<file path="src/rtl/rr_arbiter4_pkg.sv">
// rtl/rr_arbiter4_pkg.sv - shared constants, types and helpers for the 4-way round-robin arbiter
package rr_arbiter4_pkg;

  localparam int NREQ  = 4;
  localparam int IDX_W = 2;
  localparam int CNT_W = 8;

  localparam logic ST_IDLE  = 1'b0;
  localparam logic ST_GRANT = 1'b1;

  typedef logic [CNT_W-1:0] cnt_t;
  typedef logic [IDX_W-1:0] idx_t;
  typedef logic [NREQ-1:0]  vec_t;

  function automatic vec_t onehot(input idx_t idx);
    vec_t v;
    v      = '0;
    v[idx] = 1'b1;
    return v;
  endfunction

endpackage

</file>
<file path="src/rtl/rr_pick4.sv">
// rtl/rr_pick4.sv - combinational round-robin pick: first set request after last, wrapping 3->0
module rr_pick4
  import rr_arbiter4_pkg::*;
(
  input  logic [3:0] req,
  input  logic [1:0] last,
  output logic [1:0] idx,
  output logic       valid
);

  idx_t cand;

  // Walk from the farthest candidate (last itself) to the nearest so the nearest set bit wins.
  always_comb begin
    idx   = '0;
    valid = 1'b0;
    cand  = '0;
    for (int k = NREQ; k >= 1; k--) begin
      cand = last + idx_t'(k);
      if (req[cand]) begin
        idx   = cand;
        valid = 1'b1;
      end
    end
  end

endmodule

</file>
<file path="src/rtl/rr_arbiter4.sv">
// rtl/rr_arbiter4.sv - round-robin arbiter with grant hold, abort and watchdog release
module rr_arbiter4
  import rr_arbiter4_pkg::*;
#(
  parameter int TIMEOUT_CYC = 16
) (
  input  logic       clk,
  input  logic       reset,
  input  logic [3:0] req,
  input  logic       done,
  output logic [3:0] gnt,
  output logic [1:0] sel,
  output logic       busy,
  output logic       timeout
);

  localparam cnt_t WD_LAST = cnt_t'(TIMEOUT_CYC - 1);

  logic state_q, state_d;
  vec_t gnt_q, gnt_d;
  idx_t sel_q, sel_d;
  idx_t last_q, last_d;
  cnt_t cnt_q, cnt_d;
  logic busy_q, busy_d;
  logic tout_q, tout_d;

  idx_t pick_idx;
  logic pick_valid;
  logic granted;
  logic wd_hit;
  logic rel;

  rr_pick4 u_pick (
    .req   (req),
    .last  (last_q),
    .idx   (pick_idx),
    .valid (pick_valid)
  );

  assign granted = (state_q == ST_GRANT);
  assign wd_hit  = granted && (cnt_q == WD_LAST);
  // last_q always holds the current owner while granted.
  assign rel     = granted && (done || !req[last_q] || wd_hit);

  always_comb begin
    state_d = state_q;
    gnt_d   = gnt_q;
    sel_d   = sel_q;
    last_d  = last_q;
    busy_d  = busy_q;
    tout_d  = granted && wd_hit && !done;
    cnt_d   = (granted && (cnt_q != '1)) ? cnt_q + cnt_t'(1) : cnt_q;

    if ((!granted || rel) && pick_valid) begin
      state_d = ST_GRANT;
      gnt_d   = onehot(pick_idx);
      sel_d   = pick_idx;
      last_d  = pick_idx;
      busy_d  = 1'b1;
      cnt_d   = '0;
    end else if (rel) begin
      state_d = ST_IDLE;
      gnt_d   = '0;
      busy_d  = 1'b0;
      cnt_d   = '0;
    end
  end

  always_ff @(posedge clk or posedge reset) begin
    if (reset) begin
      state_q <= ST_IDLE;
      gnt_q   <= '0;
      sel_q   <= '0;
      last_q  <= 2'd3;
      cnt_q   <= '0;
      busy_q  <= 1'b0;
      tout_q  <= 1'b0;
    end else begin
      state_q <= state_d;
      gnt_q   <= gnt_d;
      sel_q   <= sel_d;
      last_q  <= last_d;
      cnt_q   <= cnt_d;
      busy_q  <= busy_d;
      tout_q  <= tout_d;
    end
  end

  assign gnt     = gnt_q;
  assign sel     = sel_q;
  assign busy    = busy_q;
  assign timeout = tout_q;

endmodule

</file>
<file path="config.mk">
export PLATFORM = sky130hd
export DESIGN_NAME = rr_arbiter4
export DESIGN_NICKNAME = d
export VERILOG_FILES = /design/src/rtl/rr_arbiter4_pkg.sv /design/src/rtl/rr_pick4.sv /design/src/rtl/rr_arbiter4.sv
export SDC_FILE = /design/constraint.sdc
export NUM_CORES = 1
export LEC_CHECK = 0
export BUFFER_PORTS_ARGS = -buffer_cell sky130_fd_sc_hd__clkbuf_2
export CORE_UTILIZATION = 54
export DETAILED_ROUTE_END_ITERATION = 16
export PLACE_DENSITY = 0.77
export SYNTH_ARGS = -nofsm -noshare
export SYNTH_HDL_FRONTEND = slang
export SYNTH_SLANG_ARGS = --single-unit
</file>
<file path="constraint.sdc">
create_clock -name clk -period 1.9 [get_ports clk]
set_input_delay 0 -clock clk [delete_from_list [all_inputs] [get_ports clk]]
set_output_delay 0 -clock clk [all_outputs]
set_load 0.01 [all_outputs]
</file>
==> summary.md, run 1 <==
| Metric | Value |
|---|---|
| Status | `completed` |
| MaxCap Viol Count | `0` |
| Met2 Use GR | `33.8%` |
| Worst slew margin | `56.6%` |
| Setup TNS | `0 ns` |
| Adder-cell share of the synthesized area | `1.31%` |
| Hold Path Class | `in -> reg` |
| Async SR Flop Fraction | `100%` |
| Post_cts resized | `0` |
| Clock latency on the worst-skew pair | `0.30 ns` |
| Top cells by count, synth | `16 x dfrtp_1, 9 x a21oi_1, 5 x nor2_1, 5 x nor3_1, 4 x and4_1` |
| Number of nets still failing antenna checks after routing | `0` |
| Reg area | `453 sq um` |
| GR peak layer | `met1` |
| DRC | `0` |
| Worst path required time | `2.08 ns` |
| Total track usage | `24.9%` |
| Fin crit period | `1.78 ns` |
| Share of layout cells above drive strength 1 | `27.3%` |
| DR vias/cell | `6.50` |
| Die area | `1940 sq um` |
| Placed Cells | `119` |
| Xor and xnor area share after synthesis | `0.919%` |
| RSZ-0062 raised after global routing | `false` |
| Die width | `44.0 um` |
| Nets | `119` |
| Slew @ Worst Pin | `0.650 ns` |
| CP arrival | `1.96 ns` |
| Core footprint | `1580 sq um` |
| Initial antenna violation count | `0` |
| Max H-tree Level | `1` |
| Simple logic cell fraction of the synthesized area | `21.7%` |
| Number of enable flip-flop cells after synthesis | `0` |
| Met3 Use GR | `5.31%` |
| Final period utilization | `93.6%` |
| Routability Congestion | `0.787` |
| Slowest cell on the critical path | `dfrtp_1` |
| # IOs | `15` |
| Multi-input gate area | `470 sq um` |
| Vias | `819` |
| Largest area contributor in the netlist | `dfrtp_1` |
| Worst Hold Margin | `0.135 ns` |
| Setup slack, reg-to-reg | `0.12 ns` |
| Largest net degree at the start of global routing | `19` |
| Seq/Total Area, Yosys | `47.5%` |
| Max FO, Critical Path | `8` |
| WL final | `2.10 mm` |
| Yosys top cell area share | `42.0%` |
| Vias in the first global route | `722` |
| Worst-path clk slew | `0.11 ns` |
| Synth Area in Compound Gates | `23.1%` |
| Cells after Synth | `90` |
| Fmax achieved | `562 MHz` |
| Fill cells | `127` |
| Cell row count | `14` |
| Netlist cell types | `40` |
| CTS tree | `built` |
| Power Total | `1240 uW` |
| Leak Pwr | `0.000502 uW` |
| Detailed placement HPWL | `1.47 mm` |
| Layout area overhead | `15.7%` |
| CTS sink count | `18` |
| Critical Path End Type | `flip-flop` |
| DIE HEIGHT | `44.0 um` |
| Main synth FF type | `dfrtp_1` |
| Maximum vdd drop | `0.000644 V` |
| Final setup fails | `0` |
| 1st-pass router iterations | `6` |
| Grt total ovfl | `0` |
| Initial DRC count | `19` |
| Met1 Track Usage GR | `36.2%` |
| Setup WS post-layout | `0.122 ns` |
| CP Class | `reg -> reg` |
| Clock Tree Buf Depth | `2` |
| Synth warnings | `0` |
| Main combinational cell family by area after synthesis | `compound AO/OA/AOI/OAI gates` |
| Worst slack, placed | `0.153 ns` |
| Max Slew Vio Count | `0` |
| Startpoint Class | `flip-flop` |
| Layout Skew | `0.00700 ns` |
| Most frequent cell after synthesis | `dfrtp_1` |
| CP peak stage delay | `0.41 ns` |
| Synth area leaders | `dfrtp_1 42%, dfstp_2 5.5%, a21oi_1 4.7%` |
| Initial Util | `60.5%` |
| Clock buffer count from CTS | `3` |
| N_diodes | `0` |
| Synthesized flop and latch total | `18` |
| Crit-path cells | `ha_1, nand4_1, o2111ai_4, o21a_2, nor3_1` |
| Count of buffers from port buffering | `14` |
| Fin. Hold Viols | `0` |
| Avg Synthesized Cell Area | `10.6 sq um` |
| Root buf cell | `clkbuf_4` |
| First-pass GRT wire length | `3.45 mm` |
| WL per Instance | `16.7 um` |
| Post-synthesis mux area share | `2.36%` |
| Pwr Density | `1120 nW/um^2` |
| Synth Net Count | `98` |
| Finished Layout Cells | `126` |
| Post-Syn Area | `953 sq um` |
area by class of cell:
| type | count | area share, % |
|---|---|---|
| clock buffers | 4 | 3.29 |
| inverters | 3 | 1.02 |
| multi-input cells | 66 | 42.6 |
| flip-flops and latches | 18 | 41.0 |
| well taps | 16 | 1.81 |
| repair buffers | 19 | 10.2 |
registers in the layout (all words and copies together), names as in the netlist:
register	count
cnt_q	8
gnt	4
last_q	2
sel	2
busy	1
timeout	1
routing by layer:
layer	vias to the layer above	wire (um)
li1	386	-
met1	403	1010
met2	25	966
met3	5	74
met4	0	42
met5	-	0
layout by cell type, fill, tap and decap left out, types with 3 or more instances in the layout:
cell type,Yosys,layout
nand2b_1,3,3
nor2_1,5,5
nand2_1,3,3
clkbuf_4,0,3
buf_4,0,3
clkbuf_2,0,14
and4_1,4,4
inv_1,3,3
nor3_1,5,5
o21ai_0,3,3
a21oi_1,9,9
dfrtp_1,16,16
path summary, 6_finish.rpt:
path,start,endpoint,cells past startpoint
setup / recovery,cnt_q[0],cnt_q[6],5
hold / removal,req[2],busy,2
setup reg to reg,cnt_q[0],cnt_q[6],5
hold reg to reg,sel[1],sel[1],1
max in group asynchronous,reset,cnt_q[3],3
min in group asynchronous,reset,sel[1],3
logic make-up after synthesis:
group,after synthesis
simple gates,34
compound gates,29
flops,18
buf+inv,6
xor+xnor,1
mux,1
fa+ha+maj,1
metrics by stage:
| stage | area, sq um | utilization [%] |
|---|---|---|
| final | 1100 | 70.0 |
| after global routing | 1100 | 70.0 |
| after CTS | 1100 | 69.5 |
| after detailed placement | 1040 | 66.0 |
| after global placement | 1040 | 66.0 |
| after floorplan | 953 | - |
critical path: cells and delay by family, from the launching register on:
family	cells	cell delay [ns]
AO/OA/AOI/OAI	2	0.63
flip-flops	1	0.41
AND/OR/NAND/NOR	2	0.33
adder cells (fa/ha/maj)	1	0.28
where the power goes:
part           total, uW  internal [uW]  leakage, uW  switching [uW]
clock                244            117    0.0000210             127
sequential           576            490     0.000230            85.7
combinational        421            205     0.000251             216
timing repair:
item,in CTS,in global routing
setup buffers,0,1
hold buffers,2,0
hold endpoints to repair,17,0
setup endpoints to repair,0,1
Note: power is estimated with default switching activity, not from simulation.
==> run 2, diff against run 1 <==
--- a/config.mk
+++ b/config.mk
@@ -6,9 +6,10 @@
 export NUM_CORES = 1
 export LEC_CHECK = 0
 export BUFFER_PORTS_ARGS = -buffer_cell sky130_fd_sc_hd__clkbuf_2
-export CORE_UTILIZATION = 54
+export CORE_UTILIZATION = 55
+export CTS_BUF_LIST = sky130_fd_sc_hd__clkbuf_2 sky130_fd_sc_hd__clkbuf_4 sky130_fd_sc_hd__clkbuf_8
 export DETAILED_ROUTE_END_ITERATION = 16
-export PLACE_DENSITY = 0.77
+export PLACE_DENSITY = 0.78
 export SYNTH_ARGS = -nofsm -noshare
 export SYNTH_HDL_FRONTEND = slang
 export SYNTH_SLANG_ARGS = --single-unit
==> summary.md, run 2 (synthesized netlist as in run 1, its figures left out) <==
| Metric | Value |
|---|---|
| Status | `completed` |
| Setup slack, reg-to-reg | `0.14 ns (+0.02 ns)` |
| # IOs | `15 (unchanged)` |
| Number of nets still failing antenna checks after routing | `0 (unchanged)` |
| Clock Tree Buf Depth | `2 (unchanged)` |
| Largest net degree at the start of global routing | `19 (unchanged)` |
| Cell row count | `14 (unchanged)` |
| Clock latency on the worst-skew pair | `0.29 ns (about the same)` |
| Fin crit period | `1.76 ns (-0.0227 ns)` |
| Final period utilization | `92.4% (-1.2 points)` |
| CP arrival | `1.93 ns (-0.03 ns)` |
| Initial antenna violation count | `0 (unchanged)` |
| Layout area overhead | `15.0%` |
| Comb power frac | `34.1% (+0.2 points)` |
| Clk network pwr share | `19.4% (-0.2 points)` |
| DR vias/cell | `6.30 (-3.1%)` |
| Final Util | `70.3% (+0.30 points)` |
| Final setup fails | `0 (unchanged)` |
| Vias in the first global route | `681 (-5.7%)` |
| MaxCap Viol Count | `0 (unchanged)` |
| Critical Path End Type | `flip-flop` |
| Layout Skew | `0.00825 ns (+0.00125 ns)` |
| Die width | `43.6 um (-0.87%)` |
| Pwr Density | `1120 nW/um^2 (-0.79%)` |
| Slew @ Worst Pin | `0.660 ns (+0.0101 ns)` |
| Reg power frac | `46.5% (about the same)` |
| 1st-pass router iterations | `4 (-2)` |
| Pint | `811 uW (-0.14%)` |
| Count of buffers from port buffering | `14 (unchanged)` |
| DRC | `0 (unchanged)` |
| Detailed placement HPWL | `1.39 mm (-5.4%)` |
| Initial Util | `61.2% (+0.68 points)` |
| Core footprint | `1560 sq um (-1.1%)` |
| Largest register FFs | `8 (unchanged)` |
| Hold Path Class | `in -> reg` |
| Initial DRC count | `19 (unchanged)` |
| Setup TNS | `0 ns (unchanged)` |
| DIE HEIGHT | `43.6 um (-0.87%)` |
| Startpoint Class | `flip-flop` |
| N_diodes | `0 (unchanged)` |
| Die area | `1900 sq um (-1.7%)` |
| Worst path required time | `2.08 ns (about the same)` |
| Total track usage | `22.1% (-2.8 points)` |
| Commonest non-fill, non-tap cells in the layout | `16 x dfrtp_1, 14 x clkbuf_2, 9 x a21oi_1, 5 x nor2_1, 5 x nor3_1` |
| Grt total ovfl | `0 (unchanged)` |
| Fill cells | `113 (-11%)` |
| Clock buffer count from CTS | `3 (unchanged)` |
| WL per Instance | `14.9 um (-10%)` |
| Max H-tree Level | `1 (unchanged)` |
| Leak Pwr | `0.000498 uW (-0.83%)` |
| Worst slack, placed | `0.155 ns (+0.00214 ns)` |
| First-pass GRT wire length | `3.15 mm (-8.8%)` |
| CTS sink count | `18 (unchanged)` |
| WL final | `1.87 mm (-11%)` |
| Worst-path clk slew | `0.11 ns (about the same)` |
| Switch Pwr | `411 uW (-4.0%)` |
| Vias | `787 (-3.9%)` |
| Max FO, Critical Path | `8 (unchanged)` |
| Maximum vdd drop | `0.000782 V (+21%)` |
| Fin. Hold Viols | `0 (unchanged)` |
| CTS tree | `built` |
| Biggest register | `cnt_q` |
| Worst slew margin | `55.9% (-0.67 points)` |
| Nets | `118 (-0.84%)` |
| Commonest non-fill, non-tap cell in the layout | `dfrtp_1` |
| Fmax achieved | `570 MHz (+1.3%)` |
| Share of layout cells above drive strength 1 | `26.6% (-0.67 points)` |
| Setup WS post-layout | `0.144 ns (+0.0227 ns)` |
| Root buf cell | `clkbuf_4` |
| RSZ-0062 raised after global routing | `false` |
| CP Class | `reg -> reg` |
| Max Slew Vio Count | `0 (unchanged)` |
| Switching share of power | `33.6% (-0.89 points)` |
| Routability Congestion | `0.850 (+8.0%)` |
==> run 2: cell count changes in the layout (fill, tap and decap cells not counted) <==
cell and change:
buf_4 -1
==> run 2: area by class of cell <==
| class | instances | area [sq um] | share of cell area [%] |
|---|---|---|---|
| clock buffer | 4 | 36.3 | 3.31 |
| inverter | 3 | 11.3 | 1.03 |
| multi-input combinational | 66 | 470 | 42.9 |
| sequential | 18 | 453 | 41.3 |
| tap | 16 | 20.0 | 1.83 |
| timing repair buffer | 18 | 105 | 9.59 |
==> run 2: metrics by stage <==
| stage | area (sq um) | power, uW | hold WS (ns) | instances |
|---|---|---|---|---|
| 6_report | 1100 | 1220 | 0.150 | 125 |
| 5_1_grt | 1100 | 1290 | 0.193 | 125 |
| 4_1_cts | 1100 | 1230 | 0.146 | 125 |
| 3_5_place_dp | 1040 | 990 | 0.104 | 119 |
| 3_3_place_gp | 1040 | 977 | 0.0989 | 119 |
| 2_1_floorplan | 953 | 855 | -0.0629 | 90 |
==> run 2: worst max-delay path, stage by stage, from the launching register on <==
cell,delay (ns)
dfrtp_1,0.45
or4_4,0.55
o2111ai_4,0.28
o21a_2,0.29
nor3_1,0.08
==> run 2: per-layer routing <==
layer  part of all wire, %  global-route usage [%]  up-vias  wire length (um)
met5                     0                       0        -                 0
met4                  0.48                    6.25        0                 9
li1                      -                       -      386                 -
met3                   3.6                    3.75        2                67
met2                    45                    30.4       18               847
met1                    51                    35.7      381               945
==> run 2: repair_timing <==
action	CTS	global route
hold endpoints to repair	17	0
resized for setup	0	0
setup buffers	0	0
hold buffers	2	0
setup endpoints to repair	0	0
==> run 2: path summary, 6_finish.rpt <==
check	start	to	cells after the start
setup / recovery	cnt_q[5]	cnt_q[5]	4
hold / removal	req[2]	busy	2
setup reg to reg	cnt_q[5]	cnt_q[5]	4
hold reg to reg	gnt[0]	gnt[0]	1
max in group asynchronous	reset	cnt_q[5]	3
min in group asynchronous	reset	cnt_q[0]	3
==> run 2: power groups by stage <==
stage          clock, uW  sequential, uW  combinational, uW
3_5_place_dp           0             575                415
5_1_grt              258             578                455
2_1_floorplan          0             587                268
6_report             237             569                416
3_3_place_gp           0             567                410
4_1_cts              244             568                421
==> run 3, diff against run 2 <==
--- a/config.mk
+++ b/config.mk
@@ -12,4 +12,5 @@
 export PLACE_DENSITY = 0.78
 export SYNTH_ARGS = -nofsm -noshare
 export SYNTH_HDL_FRONTEND = slang
+export SYNTH_HIERARCHICAL = 1
 export SYNTH_SLANG_ARGS = --single-unit
==> summary.md, run 3 <==
| Metric | Value |
|---|---|
| DR vias/cell | `5.70 (-9.5%)` |
| Detailed placement HPWL | `1.50 mm (+8.3%)` |
| Avg Synthesized Cell Area | `11.2 sq um (+5.4%)` |
| Max Slew Vio Count | `0 (unchanged)` |
| Post-Syn Area | `982 sq um (+3.0%)` |
| Worst setup path start | `cnt_q[7]` |
| Clock buffer count from CTS | `3 (unchanged)` |
| Vias | `798 (+1.4%)` |
| N_diodes | `0 (unchanged)` |
| Worst slew margin | `56.7% (+0.73 points)` |
| RSZ-0062 raised after global routing | `false` |
| Fill cells | `115 (+1.8%)` |
| Worst-path clk slew | `0.11 ns (about the same)` |
| Biggest register | `cnt_q` |
| Largest register FFs | `8 (unchanged)` |
| Largest area contributor in the netlist | `dfrtp_1` |
| DIE HEIGHT | `44.3 um (+1.4%)` |
| Top cells by count, synth | `16 x dfrtp_1, 6 x nand2_1, 5 x a21oi_1, 5 x nand2b_1, 5 x nor2_1` |
| Maximum vdd drop | `0.000844 V (+7.9%)` |
| Die area | `1960 sq um (+2.9%)` |
| Clock latency on the worst-skew pair | `0.30 ns (about the same)` |
| WL per Instance | `14.6 um (-2.1%)` |
| Async SR Flop Fraction | `100% (unchanged)` |
| Setup TNS | `0 ns (unchanged)` |
| # IOs | `15 (unchanged)` |
| Commonest non-fill, non-tap cell in the layout | `dfrtp_1` |
| Root buf cell | `clkbuf_4` |
| Switching share of power | `33.7% (+0.057 points)` |
| Finished Layout Cells | `140 (+12%)` |
| CTS tree | `built` |
| Final Util | `74.9% (+4.6 points)` |
| Total track usage | `26.0% (+3.9 points)` |
| Reg power frac | `45.3% (-1.2 points)` |
| Count of buffers from port buffering | `14 (unchanged)` |
| Reg area | `453 sq um (unchanged)` |
| Largest net degree at the start of global routing | `19 (unchanged)` |
| R2R Path Start | `cnt_q[7]` |
| Fin. Hold Viols | `0 (unchanged)` |
| Nets | `125 (+5.9%)` |
| Share of layout cells above drive strength 1 | `35.3% (+8.7 points)` |
| Yosys top cell area share | `40.8% (-1.2 points)` |
| Grt total ovfl | `0 (unchanged)` |
| Initial antenna violation count | `0 (unchanged)` |
| Layout Skew | `0.0148 ns (+0.00654 ns)` |
| Cells after Synth | `88 (-2.2%)` |
| Vias in the first global route | `819 (+20%)` |
| MaxCap Viol Count | `0 (unchanged)` |
| Comb power frac | `38.1% (+4.0 points)` |
| Final period utilization | `95.6% (+3.2 points)` |
| Routability Congestion | `0.903 (+6.3%)` |
| Number of enable flip-flop cells after synthesis | `0 (unchanged)` |
| Initial DRC count | `10 (-9)` |
| CP Class | `reg -> reg` |
| Commonest non-fill, non-tap cells in the layout | `16 x dfrtp_1, 14 x clkbuf_2, 9 x buf_4, 6 x nand2_1` |
| Setup WS post-layout | `0.0843 ns (-0.0602 ns)` |
| Initial Util | `61.6% (+0.46 points)` |
| Number of nets still failing antenna checks after routing | `0 (unchanged)` |
| Hold Path Class | `in -> reg` |
| Synthesized flop and latch total | `18 (unchanged)` |
| Switch Pwr | `432 uW (+4.9%)` |
| Synth warnings | `6 (+6)` |
| Fmax achieved | `551 MHz (-3.3%)` |
| CTS sink count | `18 (unchanged)` |
| Pwr Density | `1070 nW/um^2 (-3.8%)` |
| Worst setup path end | `sel[0]` |
| Clock Tree Buf Depth | `2 (unchanged)` |
| Startpoint Class | `flip-flop` |
| First-pass GRT wire length | `3.70 mm (+18%)` |
| Worst slack, placed | `0.0380 ns (-0.117 ns)` |
| DRC | `0 (unchanged)` |
| Synth area leaders | `dfrtp_1 41%, mux2_4 6.1%, dfstp_2 5.4%` |
| Leak Pwr | `0.000577 uW (+16%)` |
| Main synth FF type | `dfrtp_1` |
| Status | `completed` |
| CP arrival | `1.99 ns (+0.06 ns)` |
| Most frequent cell after synthesis | `dfrtp_1` |
| Netlist cell types | `35 (-13%)` |
| Critical Path End Type | `flip-flop` |
| R2R Path End | `sel[0]` |
| Synth Net Count | `96 (-2.0%)` |
| Die width | `44.3 um (+1.4%)` |
| Placed Cells | `131 (+10%)` |
| Slew @ Worst Pin | `0.649 ns (-0.0110 ns)` |
| Pint | `849 uW (+4.7%)` |
| Final setup fails | `0 (unchanged)` |
| Max FO, Critical Path | `7 (-1)` |
| WL final | `2.05 mm (+9.7%)` |
| Worst path required time | `2.08 ns (about the same)` |
| Fin crit period | `1.82 ns (+0.0602 ns)` |
| Seq/Total Area, Yosys | `46.1% (-1.4 points)` |
| Clk network pwr share | `16.6% (-2.8 points)` |
| Cell row count | `14 (unchanged)` |
| 1st-pass router iterations | `6 (+2)` |
| Core footprint | `1590 sq um (+2.2%)` |
| Setup slack, reg-to-reg | `0.08 ns (-0.06 ns)` |
| Worst r2r path cells | `4 (unchanged)` |
| Max H-tree Level | `1 (unchanged)` |
| Multi-input gate area | `508 sq um (+8.0%)` |
| Layout area overhead | `21.5%` |
run 3: power by group through the flow:
stage          logic (uW)  clock network, uW  registers (uW)
3_3_place_gp          460                  0             581
6_report              488                212             580
4_1_cts               475                214             580
3_5_place_dp          468                  0             585
2_1_floorplan         317                  0             598
5_1_grt               536                234             594
run 3: timing repair:
item                                    4_1_cts  5_1_grt
gates resized for setup                       0        2
buffers inserted                              0        3
endpoints found under the hold margin        17        0
endpoints found under the setup margin        0        8
hold buffers                                  2        0
run 3: final cells by class:
| class | count | area share, % |
|---|---|---|
| inverter | 4 | 1.26 |
| multi-input combinational | 65 | 42.6 |
| timing repair buffer | 25 | 13.2 |
| clock buffer | 4 | 2.52 |
| sequential | 18 | 37.9 |
| tap | 24 | 2.52 |
run 3: worst max-delay path: stages (launching register included):
cell and delay [ns]:
dfrtp_1 0.41, or4_4 0.56, o2111ai_4 0.27, nand2_4 0.14
mux2_4 0.32
run 3: kinds of logic (layout without fill, tap and decap cells):
family,Yosys count,after routing,share of synthesized area [%]
XOR/XNOR,1,1,0.892
AO/OA/AOI/OAI,22,22,18.6
adder cells (fa/ha/maj),1,1,1.27
flip-flops,18,18,46.1
buffers and inverters,5,33,2.29
AND/OR/NAND/NOR,34,34,20.4
multiplexers,7,7,10.4
run 3: worst min-delay path by stage:
| stage | start | end | slack, ns | cells past startpoint |
|---|---|---|---|---|
| CTS | req[2] | busy | 0.20 | 4 |
| floorplan | reset | busy | -0.06 | 1 |
| finish | req[2] | busy | 0.21 | 4 |
| detailed placement | reset | sel[1] | 0.11 | 2 |
| global route | req[2] | busy | 0.24 | 4 |
| global placement | reset | sel[1] | 0.11 | 2 |
run 3: metrics by stage:
stage / hold WS [ns] / power [uW] / cell area (sq um)
floorplan: -0.0629 / 916 / 982
detailed placement: 0.109 / 1050 / 1120
global placement: 0.106 / 1040 / 1120
CTS: 0.198 / 1270 / 1170
finish: 0.211 / 1280 / 1190
global route: 0.243 / 1370 / 1190
run 3: per-layer routing:
layer	track usage [%]	wire length (um)	share of wire, %
met1	34.9	915	45
met2	40.9	1000	49
met3	7.76	103	5.0
met4	7.88	29	1.4
met5	0	0	0
